[config.mk]
export PLATFORM = sky130hd
export DESIGN_NAME = timer_us
export DESIGN_NICKNAME = d
export VERILOG_FILES = /design/src/rtl/timer_us.sv
export SDC_FILE = /design/constraint.sdc
export NUM_CORES = 1
export LEC_CHECK = 0
export ABC_AREA = 1
export CORE_MARGIN = 3
export CORE_UTILIZATION = 42
export CTS_CLUSTER_DIAMETER = 200
export DETAILED_ROUTE_END_ITERATION = 8
export PLACE_DENSITY = 0.69
export SLEW_MARGIN = 40
export SYNTH_ARGS = -nofsm -noshare
export SYNTH_HDL_FRONTEND = slang
export SYNTH_SLANG_ARGS = --single-unit
[constraint.sdc]
create_clock -name f_in -period 1.43 [get_ports f_in]
set_input_delay 0.143 -clock f_in [delete_from_list [all_inputs] [get_ports f_in]]
set_output_delay 0.143 -clock f_in [all_outputs]
set_load 0.01 [all_outputs]
[src/rtl/timer_us.sv]
// Microsecond down-counter timer with a four-register write/read map, a sticky done flag and a level irq.
// Define TIMER_AUTORELOAD_EN to implement the periodic (auto-reload) CTRL bit; otherwise the timer is one-shot only.
module timer_us (
   input  logic        f_in,
   input  logic        reset,
   input  logic        tick,
   input  logic        wr_en,
   input  logic [1:0]  wr_addr,
   input  logic [31:0] wr_data,
   input  logic [1:0]  rd_addr,
   output logic [31:0] rd_data,
   output logic        irq
);

   typedef enum logic {
      IDLE = 1'b0,
      RUN  = 1'b1
   } state_t;

   localparam logic [1:0] ADDR_LOAD   = 2'd0;
   localparam logic [1:0] ADDR_CTRL   = 2'd1;
   localparam logic [1:0] ADDR_COUNT  = 2'd2;
   localparam logic [1:0] ADDR_STATUS = 2'd3;

   state_t      r_state;
   state_t      w_stateNext;
   logic [31:0] r_load;
   logic [31:0] r_count;
   logic [31:0] w_countNext;
   logic        r_irqEn;
   logic        r_done;
   logic        w_doneNext;
   logic        w_periodic;
   logic        w_running;
   logic        w_loadWr;
   logic        w_ctrlWr;
   logic        w_statusWr;
   logic        w_start;
   logic        w_stop;
   logic        w_expire;

   assign w_loadWr   = wr_en && (wr_addr == ADDR_LOAD);
   assign w_ctrlWr   = wr_en && (wr_addr == ADDR_CTRL);
   assign w_statusWr = wr_en && (wr_addr == ADDR_STATUS);
   assign w_start    = w_ctrlWr && wr_data[0];
   assign w_stop     = w_ctrlWr && wr_data[1];
   assign w_running  = (r_state == RUN);

`ifdef TIMER_AUTORELOAD_EN
   logic r_periodic;

   always_ff @(posedge f_in) begin
      if (reset) begin
         r_periodic <= 1'b0;
      end else if (w_ctrlWr) begin
         r_periodic <= wr_data[2];
      end
   end

   assign w_periodic = r_periodic;
`else
   assign w_periodic = 1'b0;
`endif

   // Stop beats start, a (re)start swallows that cycle's tick, and an expiry coinciding with stop still flags done.
   always_comb begin
      w_stateNext = r_state;
      w_countNext = r_count;
      w_expire    = 1'b0;
      case (r_state)
         IDLE: begin
            if (w_start && !w_stop) begin
               w_stateNext = RUN;
               w_countNext = r_load;
            end
         end
         RUN: begin
            if (w_stop) begin
               w_stateNext = IDLE;
               w_expire    = tick && (r_count == 32'd0);
            end else if (w_start) begin
               w_countNext = r_load;
            end else if (tick) begin
               if (r_count == 32'd0) begin
                  w_expire = 1'b1;
                  if (w_periodic) begin
                     w_countNext = r_load;
                  end else begin
                     w_stateNext = IDLE;
                  end
               end else begin
                  w_countNext = r_count - 32'd1;
               end
            end
         end
         default: begin
            w_stateNext = IDLE;
         end
      endcase
      w_doneNext = (r_done && !(w_statusWr && wr_data[0])) || w_expire;
   end

   always_ff @(posedge f_in) begin
      if (reset) begin
         r_state <= IDLE;
         r_load  <= 32'd0;
         r_count <= 32'd0;
         r_irqEn <= 1'b0;
         r_done  <= 1'b0;
      end else begin
         r_state <= w_stateNext;
         r_count <= w_countNext;
         r_done  <= w_doneNext;
         if (w_loadWr) begin
            r_load <= wr_data;
         end
         if (w_ctrlWr) begin
            r_irqEn <= wr_data[3];
         end
      end
   end

   always_comb begin
      rd_data = 32'd0;
      case (rd_addr)
         ADDR_LOAD:   rd_data = r_load;
         ADDR_CTRL:   rd_data = {28'd0, r_irqEn, w_periodic, 2'b00};
         ADDR_COUNT:  rd_data = r_count;
         ADDR_STATUS: rd_data = {30'd0, w_running, r_done};
         default:     rd_data = 32'd0;
      endcase
   end

   assign irq = r_done && r_irqEn;

endmodule

Yosys cells after proc, flatten, opt, wreduce, memory -nomap -nowiden
Cells that the tools add are included.
{ "word_totals": {"memories": 0, "ram_bits": 0, "in_bits": 40, "out_inout_bits": 33, "romBits": 0, "reg_bits": 67, "latchBits": 0, "word_cells": 51} }
{ "classes": {"addsub": 1, "shifts": 0, "muxes": 18, "div_mod_pow": 0, "n_mul": 0, "n_eq_ne": 9, "reduce_logical": 17, "n_lt_le_gt_ge": 0, "bitwise_logic": 1} }
{ "ops": {"columns": ["op", "n"], "rows": [
  ["$mux 32", 5],
  ["$pmux 32 s4", 1],
  ["$pmux 32 s2", 1],
  ["$logic_not 32->1", 1],
  ["$sub 32x1->32 const B", 1],
  ["$logic_and 1x1->1", 10],
  ["$mux 1", 10],
  ["$eq 2x2->1 const B", 3],
  ["$eq 2x1->1 const B", 2],
  ["$logic_not 2->1", 2],
  ["$ne 2x2->1 const B", 2],
  ["$reduce_and 4->1", 1],
  ["$ne 3x2->1 const B", 1],
  ["$ne 3x3->1 const B", 1],
  ["$logic_not 1->1", 2],
  ["$pmux 1 s2", 1],
  ["$logic_or 1x1->1", 1],
  ["$not 1->1", 1]
]} }

Longest topological paths before layout
Gate-level depths: netlist (run 1).
{ "depth": {"ltp_word": 7, "mapped_depth": 12, "depth_no_buf": 12} }

Least setup slack after synthesis (run 1)
Ideal clock, no wire load.
{ "synth_timing": {"path_type": "register to register", "start": "register r_count[0]", "end": "register r_count[3]", "path_stages_with_launch": 11, "t_required_ps": 1314, "arrival_time_ps": 1436, "setup_slack_ps": -122, "setup_time_ps": 116, "n_path_buf": 1, "period_less_slack_ps": 1552, "cell_sequence": "dfxtp_1 > inv_1 > ha_1 > nand2_2 > nor2_4 > nand4_2 > nand2_2 > nand2_4 > buf_2 > a21oi_1 > nor2_1"} }
{ "synth_via": {"elab_chain_cells": 6, "elab_cells_between_ends": 9, "cone_classes": "1 x add/sub; 1 x eq/ne; 5 x mux; 2 x reduce/logical"} }
{ "synth_lines": {"columns": ["element", "line_no", "text"], "rows": [
  ["start, declared", "28", "logic [31:0] r_count;"],
  ["start signal, assigned", "112", "r_count <= w_countNext;"],
  ["$sub 32x1->32", "92", "w_countNext = r_count - 32'd1;"],
  ["$mux 32", "84", "if (r_count == 32'd0) begin"],
  ["$mux 32", "83", "end else if (tick) begin"],
  ["$mux 32", "81", "end else if (w_start) begin"],
  ["$mux 32", "78", "if (w_stop) begin"],
  ["$pmux 32 s2", "70", "case (r_state)"]
]} }
Several ways; a longest one is shown, not always the timed one. The select of a mux whose other input is x is not followed.
A chain may end at the register's enable or synchronous reset.

Worst setup path in the final report (run 1)
{ "layout_timing": {"start": "register r_count[30]", "end": "register r_count[24]"} }
{ "layout_via": {"elab_chain_cells": 3} }
{ "layout_lines": {"columns": ["element", "line_no"], "rows": [
  ["$logic_not 32->1", "84"],
  ["$ne 3x3->1 (no line)", null],
  ["$reduce_and 4->1 (no line)", null]
]} }
No other way between the ends.

==> flow_summary.toml, run 1 <==
[timing]
slew_headroom_pct = 81.5
grt_setup_unrepaired = "true"
report.final.slew_viol_count = 0
min_period_over_period_pct = 115
fin_hold_ws_ps = 362
worstMarginPinSlew_ps = 277
skew_ps = 22.4
fmaxAchievable_ghz = 0.607
fin_tns_setup_ps = -5960
fin_ws_ps = -218
finalCriticalPeriod_ps = 1650
finalHoldViolCount = 0
setup_viol = 34

[logic_synthesis]
synth_edf_count = 0
synthMuxAreaShare_pct = 0
synth.most_common_cell = "nand2_1"
syn_area_mm2 = 0.00403
synth-xor-area-share_pct = 1.30
synth_seq_cells = 67
synth_fa_ha_area_share_pct = 0.310
synth_top_cell_area_share_pct = 33.3
synthFlopType = "dfxtp_1"
synthCells = 667
synthTopCellsByCount = "nand2_1 (145), nor2_1 (124), inv_1 (74)"
synth_top_family_by_area = "simple AND/OR/NAND/NOR gates"
syn-num-nets = 708
yosys.area.top_type = "dfxtp_1"
synthSimpleGateAreaFrac_pct = 34.9
synthDistinctLibCells = 33
seq_area_frac_synth_pct = 33.3
yosysWarnings = 0
syn_area_per_cell_um2 = 6.05
synthArstFlopShare_pct = 0
synth_area_leaders = "dfxtp_1 (33%), nand2_1 (13%), nor2_1 (12%), o21ai_0 (7.7%), inv_1 (6.9%)"
synth_compound_area_share_pct = 19.5

[pwr]
p_leak_nw = 3.04
peakVddDrop_v = 0.000419
power.total_mw = 5.31
pwr_density_cell_mw_per_mm2 = 831

[placement]
hpwl_um = 10900
place.gp.congestion = 0.933
io_buffers = 72

[cts]
clock_sinks = 67
ctsHoldBuffers = 0
cts_max_level = 3
cts_buffers = 9
cts_tree = "yes"
clkTransAtPathRegs_ps = 100
clock_latency_ps = 370
clk_path_buf_depth = 2
root_buffer = "clkbuf_8"

[finish]
drive_above_1_share_pct = 36.7
area_growth_syn_to_layout_pct = 58.3
num_antenna_cells = 0
nNetsFinal = 889
fin_util_pct = 68.8

[setup_path]
crit_fanout = 22
worstPathArrival_ps = 1890
worstSetupPathType = "flop to flop"
setup.worst_path.start_class = "flop"
r2r_cells = 9
cp.required_ps = 1680
crit_path_end_kind = "flop"

[floorplan]
dieArea_mm2 = 0.0108
initial_core_util_pct = 43.5
row_count = 35
die_y_um = 104
io_pins = 73
core-area_mm2 = 0.00928
die_w_um = 104

[detailed_routing]
drt.antenna.violating_nets = 0
drc = 0
first_pass_iters = 6
post_drt_wl_per_cell_um = 15.9
vias_per_cell = 5.28
wl_met1_um = 6680
drt_iter0_markers = 370
dr_wl_met3_um = 1230
num_vias = 5189
wl_um = 15600
top_layer = "met4"
wl_met2_um = 7300

[hold_path]
hold_class = "input pin to flop"
min_path_cells = 3

[grt]
gr-total-overflow = 0
antenna_found_initial = 0
grt_usage_pct = 27.1
grt_pass1_vias = 4901
grt_start_max_net_pins = 52
grt_pass1_wl_um = 23900

[run]
cap_violations = 0

[outcome]
violations = "setup timing"
outcome = "finished with violations"
[critical path: stages, from the launching register on]
cell	delay, ps
dfxtp_2	350
nor2_4	150
nand3_2	120
nor2_4	170
nand4_4	140
nand2_2	100
nand2_4	100
buf_12	190
a21oi_1	140
nor2_1	60
[final timing paths]
check / from / endpoint / slack [ps]
setup / recovery: r_count[30] / r_count[24] / -220
hold reg to reg: r_load[27] / r_load[27] / 490
hold / removal: wr_data[24] / r_load[24] / 360
setup reg to reg: r_count[30] / r_count[24] / -220
[placed cells by master, fill, tap and decap left out, types with 5 or more instances in the layout]
master,count
nand2_1,129
clkbuf_8,9
a21oi_2,13
o22ai_1,15
nor2_4,14
buf_12,7
a21oi_1,31
buf_2,25
nor2_2,23
or2_2,5
nand2_2,16
nand3_2,6
dfxtp_2,18
buf_6,7
dfxtp_1,44
dfxtp_4,5
clkbuf_2,6
o21ai_1,15
clkdlybuf4s50_1,37
o21ai_2,9
buf_4,110
o21ai_0,53
nand3_1,43
nor2_1,93
inv_1,62
inv_2,13
[routing by layer]
metal | up-vias | global-route usage, %
met5 | - | 0
met4 | 0 | 8.83
met3 | 37 | 4.41
met2 | 248 | 44.1
met1 | 2388 | 36.7
li1 | 2516 | -
[stage by stage]
| step | setup WS (ps) | instance area, um2 | std cells |
|---|---|---|---|
| final | -218 | 6380 | 982 |
| after global routing | -252 | 6380 | 982 |
| after CTS | -174 | 6150 | 978 |
| after detailed placement | -680 | 5740 | 954 |
| after global placement | -669 | 5740 | 954 |
| after floorplan | 5.64 | 4050 | 667 |
[area by class of cell]
class                   count  area [um2]
fillers                   838        2900
multi-input cells         492        2620
repair buffers            200        1700
flip-flops and latches     67        1380
inverters                  78         307
well taps                 129         161
clock buffers               9         124
clock inverters             7        92.6
[where the power goes]
part           total (mW)  internal [mW]  switching [mW]  leakage (nW)
clock                1.80          0.979           0.824         0.113
sequential           1.97           1.93          0.0461         0.558
combinational        1.53          0.699           0.830          2.37
[registers in the layout (all words and copies together), names as in the netlist]
signal / cells
r_count: 32
r_load: 32
r_done: 1
r_irqEn: 1
r_state: 1
[cell families (layout without fill, tap and decap cells)]
kind of cell             count (synthesis)  after routing
AO/OA/AOI/OAI                          146            146
flip-flops                              67             67
buffers and inverters                  108            294
adder cells (fa/ha/maj)                  1              1
AND/OR/NAND/NOR                        339            339
XOR/XNOR                                 6              6
[what timing repair did]
action | in CTS | in global routing
buffers inserted | 7 | 4
pin swaps | 18 | 29
gates cloned | 1 | 2
setup endpoints to repair | 67 | 55
endpoints found under the hold margin | 0 | 0
resized for setup | 174 | 107
Note: power is estimated with default switching activity, not from simulation.
==> run 2: changes to the inputs <==
--- a/config.mk
+++ b/config.mk
@@ -11,6 +11,7 @@
 export CTS_CLUSTER_DIAMETER = 200
 export DETAILED_ROUTE_END_ITERATION = 8
 export PLACE_DENSITY = 0.69
+export SKIP_CTS_REPAIR_TIMING = 1
 export SLEW_MARGIN = 40
 export SYNTH_ARGS = -nofsm -noshare
 export SYNTH_HDL_FRONTEND = slang
==> run 2 against run 1 <==
The run still ends with setup timing left. Sequential share of layout area down 0.32 points. Fmax up 1.8%. Core utilization up 0.20 points. Sequential power about the same. Register-to-register slack better by 30 ps. Critical path depth up 1. Combinational power about the same. Setup slack better by 29 ps. Count of clock-buffer cells in the layout unchanged. Via count down 1.6%. Largest cell class unchanged.
==> flow_summary.toml, run 2 (synthesis results as in run 1) <==
[outcome]
outcome = "finished with violations"
violations = "setup timing"

[detailed_routing]
vias_per_cell = 5.21
top_layer = "met4"
drt.antenna.violating_nets = 0
wl_met1_um = 6740
wl_met2_um = 6860
post_drt_wl_per_cell_um = 15.3
drc = 0
first_pass_iters = 5
dr_wl_met3_um = 1050
num_vias = 5108
wl_um = 15000
drt_iter0_markers = 421

[timing]
fin_tns_setup_ps = -5070
skew_ps = 18.0
report.final.slew_viol_count = 0
setup_viol = 36
fin_ws_ps = -189
finalCriticalPeriod_ps = 1620
worstMarginPinSlew_ps = 305
min_period_over_period_pct = 113
finalHoldViolCount = 0
grt_setup_unrepaired = "true"
fmaxAchievable_ghz = 0.618
slew_headroom_pct = 79.7

[finish]
nNetsFinal = 888
final_cells = 981
drive_above_1_share_pct = 33.1
area_growth_syn_to_layout_pct = 58.7
stdcell_area_mm2 = 0.00640
num_antenna_cells = 0
final_common_cell = "nand2_1"
largestRegisters = "r_count: 32 flops, r_load: 32 flops"
layout_common_cells = "nand2_1 (128), buf_4 (115), nor2_1 (96), inv_1 (62), o21ai_0 (55)"
fillCellCount = 835

[cts]
cts_buffers = 9
clock_latency_ps = 360
cts_tree = "yes"
cts_max_level = 3
clk_path_buf_depth = 2
clock_sinks = 67
clkTransAtPathRegs_ps = 80
root_buffer = "clkbuf_8"

[setup_path]
cp.required_ps = 1720
worstPathArrival_ps = 1910
worstSetupPathType = "flop to flop"
setup.worst_path.start_class = "flop"
crit_path_end_kind = "flop"
crit_fanout = 6

[placement]
place.gp.congestion = 0.933
place_ws_ps = -680
io_buffers = 72
place_area_mm2 = 0.00574
hpwl_um = 10900
placed_cells = 954

[pwr]
peakVddDrop_v = 0.000410
power.total_mw = 5.29
pwr_density_cell_mw_per_mm2 = 825
p_leak_nw = 3.32

[floorplan]
die_w_um = 104
io_pins = 73
row_count = 35
initial_core_util_pct = 43.5
dieArea_mm2 = 0.0108
core-area_mm2 = 0.00928
die_y_um = 104

[grt]
grt_pass1_wl_um = 23300
grt_start_max_net_pins = 52
gr-total-overflow = 0
antenna_found_initial = 0
grt_pass1_vias = 4795
grt_usage_pct = 26.5

[run]
cap_violations = 0

[hold_path]
hold_class = "input pin to flop"
run 2: changes by cell type in the layout (fill, tap and decap cells not counted), moves of 2 or more:
| cell | change |
|---|---|
| dlygate4sd2_1 | -2 |
| nand3_2 | -4 |
| dfxtp_2 | +2 |
| dfxtp_1 | +3 |
| nor2_4 | -2 |
| buf_2 | -22 |
| dlymetal6s2s_1 | +21 |
| buf_4 | +5 |
| o21ai_0 | +2 |
| dfxtp_4 | -5 |
| buf_6 | -4 |
| nand3_1 | +3 |
| clkbuf_2 | +5 |
| nor2_1 | +3 |
run 2: layout make-up:
cell class / count / area [um2] / share of cell area, %
sequential: 67 / 1370 / 21.3
inverter: 78 / 303 / 4.73
timing repair buffer: 199 / 1790 / 27.9
tap: 129 / 161 / 2.52
clock inverter: 7 / 92.6 / 1.45
clock buffer: 9 / 124 / 1.93
multi-input combinational: 492 / 2570 / 40.2
run 2: critical path, stage by stage, from the launching register on:
cell       delay [ps]
dfxtp_2           370
nor2_4            120
nand2_1            90
nor2_2            200
nand4_4           130
nand2_2           110
nand2_4            90
inv_8             110
clkbuf_16         160
nand2_2            50
a21oi_2           110
run 2: layer usage:
metal,global-route usage (%),vias to the layer above
met4,8.45,0
li1,-,2514
met1,36.7,2338
met3,4.16,33
met2,42.2,223
met5,0,-
run 2: path summary, 6_finish.rpt:
check              start           to  slack, ps  cells after the start
max          r_count[13]  r_count[17]       -190                     10
min          wr_data[24]   r_load[24]        360                      3
max reg2reg  r_count[13]  r_count[17]       -190                     10
min reg2reg    r_load[2]    r_load[2]        490                      2
run 2: report_power, final:
group	total [mW]	switching, mW	internal [mW]
clock	1.80	0.817	0.979
combinational	1.51	0.806	0.703
sequential	1.98	0.0464	1.93
run 2: stage by stage:
stage / hold slack, ps / util (%)
floorplan: 278 / -
global placement: 465 / 61.8
detailed placement: 474 / 61.8
CTS: 358 / 64.2
global route: 377 / 69.0
finish: 364 / 69.0
